[src/rtl/mux_nx1_sched_pkg.sv]
// Shared types and helpers for the registered N:1 scheduling multiplexer.
// Channel mode encoding and a one-hot decoder usable at any channel count up to MAX_N.
package mux_sched_pkg;

   typedef enum logic {MODE_FIXED = 1'b0, MODE_RR = 1'b1} mode_e;

   localparam int unsigned MAX_N = 64;

   // Callers take the low N bits of the result.
   function automatic logic [MAX_N-1:0] onehot(input int unsigned idx);
      return MAX_N'(1) << idx;
   endfunction

endpackage

[src/rtl/mux_nx1_sched_rr_arbiter.sv]
// Combinational rotating-priority arbiter: the first requester at or after ptr wins.
// grant is one-hot, or zero when no request is present.
module rr_arbiter
   import mux_sched_pkg::*;
#(
   parameter int unsigned N = 8,
   localparam int unsigned SW = $clog2(N)
) (
   input  logic [N-1:0]  req,
   input  logic [SW-1:0] ptr,
   output logic [N-1:0]  grant,
   output logic [SW-1:0] grant_idx
);

   logic [SW-1:0]    idx;
   logic             found;
   logic [MAX_N-1:0] oh;

   always_comb begin
      grant     = '0;
      grant_idx = '0;
      idx       = '0;
      found     = 1'b0;
      oh        = '0;
      // Walk offsets from farthest to nearest so the nearest requester is the final winner.
      for (int k = N - 1; k >= 0; k--) begin
         idx = ptr + SW'(k);
         if (req[idx]) begin
            grant_idx = idx;
            found     = 1'b1;
         end
      end
      oh = onehot({{(32 - SW){1'b0}}, grant_idx});
      if (found) begin
         grant = oh[N-1:0];
      end
   end

endmodule

[src/rtl/mux_nx1_sched.sv]
// Registered N:1 multiplexer with valid/ready on every port, in fixed-select or round-robin mode.
// The output register is refilled in the same cycle it drains, giving one word per cycle.
module mux_nx1_sched
   import mux_sched_pkg::*;
#(
   parameter int unsigned N = 8,
   parameter int unsigned W = 1,
   localparam int unsigned SW = $clog2(N)
) (
   input  logic            clk,
   input  logic            rst,
   input  logic [N*W-1:0]  in_data,
   input  logic [N-1:0]    in_valid,
   output logic [N-1:0]    in_ready,
   input  logic            mode,
   input  logic [SW-1:0]   sel,
   output logic [W-1:0]    out_data,
   output logic [SW-1:0]   out_ch,
   output logic            out_valid,
   input  logic            out_ready
);

   logic [W-1:0]     out_data_q;
   logic [SW-1:0]    out_ch_q;
   logic             out_valid_q;
   logic [SW-1:0]    ptr_q;

   logic             load;
   logic             rr_mode;
   logic [N-1:0]     rr_grant;
   logic [SW-1:0]    rr_idx;
   logic [N-1:0]     fix_grant;
   logic [MAX_N-1:0] sel_oh;
   logic [N-1:0]     grant;
   logic [SW-1:0]    grant_idx;
   logic             any_grant;
   logic [W-1:0]     grant_data;

   rr_arbiter #(
      .N (N)
   ) u_rr_arbiter (
      .req       (in_valid),
      .ptr       (ptr_q),
      .grant     (rr_grant),
      .grant_idx (rr_idx)
   );

   assign rr_mode = (mode_e'(mode) == MODE_RR);
   assign load    = !out_valid_q || out_ready;

   always_comb begin
      sel_oh     = onehot({{(32 - SW){1'b0}}, sel});
      fix_grant  = in_valid[sel] ? sel_oh[N-1:0] : '0;
      grant      = rr_mode ? rr_grant : fix_grant;
      grant_idx  = rr_mode ? rr_idx : sel;
      any_grant  = |grant;
      grant_data = '0;
      for (int i = 0; i < N; i++) begin
         if (grant_idx == SW'(i)) begin
            grant_data = in_data[i*W +: W];
         end
      end
      // No transfer may be reported while reset is discarding the output register.
      in_ready = rst ? '0 : (grant & {N{load}});
   end

   always_ff @(posedge clk) begin
      if (rst) begin
         out_data_q  <= '0;
         out_ch_q    <= '0;
         out_valid_q <= 1'b0;
         ptr_q       <= '0;
      end else if (load) begin
         if (any_grant) begin
            out_data_q  <= grant_data;
            out_ch_q    <= grant_idx;
            out_valid_q <= 1'b1;
            if (rr_mode) begin
               ptr_q <= grant_idx + SW'(1);
            end
         end else begin
            out_valid_q <= 1'b0;
         end
      end
   end

   assign out_data  = out_data_q;
   assign out_ch    = out_ch_q;
   assign out_valid = out_valid_q;

endmodule

[config.mk]
export PLATFORM = sky130hd
export DESIGN_NAME = mux_nx1_sched
export DESIGN_NICKNAME = d
export VERILOG_FILES = /design/src/rtl/mux_nx1_sched_pkg.sv /design/src/rtl/mux_nx1_sched_rr_arbiter.sv /design/src/rtl/mux_nx1_sched.sv
export SDC_FILE = /design/constraint.sdc
export NUM_CORES = 1
export LEC_CHECK = 0
export CAP_MARGIN = 20
export CORE_MARGIN = 3
export CORE_UTILIZATION = 29
export CTS_CLUSTER_DIAMETER = 100
export DETAILED_ROUTE_END_ITERATION = 10
export PLACE_DENSITY = 0.52
export SYNTH_ARGS = -nofsm -noshare
export SYNTH_HDL_FRONTEND = slang
export SYNTH_SLANG_ARGS = --single-unit
[constraint.sdc]
create_clock -name clk -period 13.8 [get_ports clk]
set_input_delay 2.07 -clock clk [delete_from_list [all_inputs] [get_ports clk]]
set_output_delay 2.07 -clock clk [all_outputs]
set_load 0.02 [all_outputs]
==> flow_summary.yaml <==
flow_run:
  max-cap-violations: 0
floorplanning:
  die_width_um: 85.2
  io_pins: 36
  dieArea_um2: 7250
  core-area_um2: 5990
  die_h_um: 85.2
  initial_core_util: 0.303
  fp-row-count: 28
finish:
  layout.cells.non_filler: 308
  insertedDiodeCount: 0
  seqCellArea_um2: 160
  area_delta_synth_final_pct: 22.6
  nNetsFinal: 263
  finish.instance_area_um2: 2230
  multi_input_area_um2: 1520
  fill_cells: 631
  fin_util: 0.372
  final_layout_size_suffix_gt1_frac: 0.163
power:
  swShare: 0.452
  max-vdd-ir-drop_v: 0.0000631
  clkPwrFrac: 0.125
  p_leak_nw: 0.820
  switchingPower_mw: 0.0974
  pwr-share-comb: 0.716
  power_mw: 0.216
  power_frac_seq: 0.159
  internal-power_mw: 0.118
  powerDensity_nw_per_um2: 96.9
worst_setup_path:
  cp.required_ns: 11.73
  worstPathMaxFanout: 10
  cp-startpoint: "in_valid[7]"
  r2r_slack_ns: 8.19
  crit_path_start_kind: "input port"
  critPathCaptureType: "output pin"
  cp.arrival_ns: 5.45
  r2r_start: "ptr_q[0]$_SDFFE_PP0P_"
  worstSetupPathType: "in2out"
clocking:
  numClockSinks: 8
  cts_setup_buffers: 0
  cts_tree: "done"
  root_buffer: "clkbuf_8"
  numCtsBuffers: 3
  postCtsResizedCells: 0
  cts_htree_levels: 1
  clk_path_buf_depth: 2
  clk-insertion-delay-late_ns: 0.22
  path_clk_slew_ns: 0.04
  ctsHoldBuffers: 0
sta:
  finalSetupViolations: 0
  fin_crit_ns: 7.52
  drv_slew: 0
  whs_ns: 0.504
  slew_headroom: 0.333
  fin_crit_sh: 0.545
  setup_tns_ns: 0
  rsz0062_at_grt: "no"
  tightest_slew_ns: 1.00
  fmax_mhz: 133
  layout_setup_ws_ns: 6.28
  clock_skew_ns: 0.00180
  final_hold_viol_count: 0
logic_synthesis:
  synth_xor_area_frac: 0.0145
  ys_seq_elements: 8
  synth_nets: 236
  synth_top_family_by_area: "multiplexers"
  syn-cell-area_um2: 1820
  synth_most_common_cell: "nor2_1"
  synth_mux_area_frac: 0.342
  yosys-top-cells-count: "25 x nor2_1, 18 x a21oi_1, 15 x inv_1, 14 x mux4_2, 13 x mux2i_1"
  synth_area_leader_cell: "mux4_2"
  synth_cell_types: 57
  syn_inst: 208
  synth-edff-count: 0
  synth_async_sr_flop_share: 0
  postSynthAreaPerCell_um2: 8.73
  synth_compound_area_frac: 0.286
  ys.flop_type: "dfxtp_1"
  synth_area_leaders: "mux4_2 17%, dfxtp_1 8.8%, mux2i_1 7.2%, nor2_1 5.2%, a21oi_1 5.0%"
  synth_top_area_share: 0.174
  ys_seq_area_frac: 0.0882
  ys_warn_count: 0
  yosys.area_share.simple: 0.158
  synth_adder_area_share: 0.0344
route:
  vias_per_cell: 5.71
  post_drt_wl_per_cell_um: 16.8
  route.detailed.drc: 0
  dr.pass1.iters: 4
  drtIter0Drc: 113
  finalWirelength_um: 5170
  final_antenna_net_count: 0
  vias: 1760
global_routing:
  grtUsageTotal: 0.142
  grt_pass1_vias: 1701
  grt_first_pass_wirelength_um: 8610
  grt_antenna_before_repair: 0
  grt_max_degree: 20
  grt_overflow_total: 0
worst_hold_path:
  holdCritStartpoint: "out_ch[0]$_SDFFE_PP0P_"
  hp-class: "reg2reg"
run_status:
  status: "finished, final reports clean"
place:
  hpwl_um: 4040
  io_buffers: 35
  placed_cells: 305
  detailedPlace.worstSlack_ns: 6.31
  place.gp.congestion: 0.803
  place_area_um2: 2190
==> kinds of logic (layout without fill, tap and decap cells) <==
| group | Yosys count | in the layout |
|---|---|---|
| compound gates | 63 | 63 |
| flops | 8 | 8 |
| mux | 38 | 38 |
| simple gates | 61 | 61 |
| buf+inv | 30 | 55 |
| fa+ha+maj | 5 | 5 |
| xor+xnor | 3 | 3 |
==> flip-flops by register name, indices dropped and copies added (netlist names) <==
name,flops
out_valid,1
out_data,1
ptr_q,3
out_ch,3
==> power groups by stage <==
stage | Clock [mW] | Sequential (mW) | Combinational [mW]
after floorplan | 0 | 0.0304 | 0.121
after global placement | 0 | 0.0347 | 0.155
after detailed placement | 0 | 0.0345 | 0.153
after CTS | 0.0280 | 0.0343 | 0.154
after global routing | 0.0292 | 0.0353 | 0.169
final | 0.0270 | 0.0342 | 0.154
==> metal layers <==
layer	wire, um	track usage
met3	163	0.00777
met1	2380	0.202
met2	2610	0.242
met5	0	0
met4	12	0.0245
==> layout make-up <==
cell class              instances  area share
well taps                      75      0.0421
inverters                      17      0.0287
clock buffers                   3      0.0185
flip-flops and latches          8      0.0719
repair buffers                 35       0.157
multi-input cells             170       0.681
==> cells in the final DEF, fill, tap and decap left out, types with 3 or more instances in the layout <==
cell type	n
nand3_1	7
inv_1	15
mux2_2	5
clkdlybuf4s50_1	35
clkbuf_8	3
nand2b_1	3
and2_1	3
a22oi_1	3
nor2_1	25
mux2i_1	13
ha_1	5
mux4_1	3
nand2_1	9
a211oi_1	4
dfxtp_1	8
a21oi_1	18
mux4_2	14
o21ai_0	4
nor2b_1	3
o211ai_1	3
nor3_1	4
==> worst max-delay path, cell delays in order <==
cell and delay, ns:
clkdlybuf4s50_1 0.57, mux2_2 0.36, mux4_2 0.55, or3_1 0.36
o22ai_2 0.15, a221oi_4 0.09, nand2b_1 0.22, or3_1 0.32
a21oi_1 0.14, clkdlybuf4s50_1 0.62
==> worst paths after layout <==
| kind | to | cells past startpoint |
|---|---|---|
| worst max-delay path | in_ready[5] | 10 |
| worst min-delay path | out_ch[0]$_SDFFE_PP0P_ | 2 |
| worst max register to register | out_data$_SDFFE_PP0P_ | 16 |
| worst min register to register | out_ch[0]$_SDFFE_PP0P_ | 2 |
(Power assumes the default switching activity.)
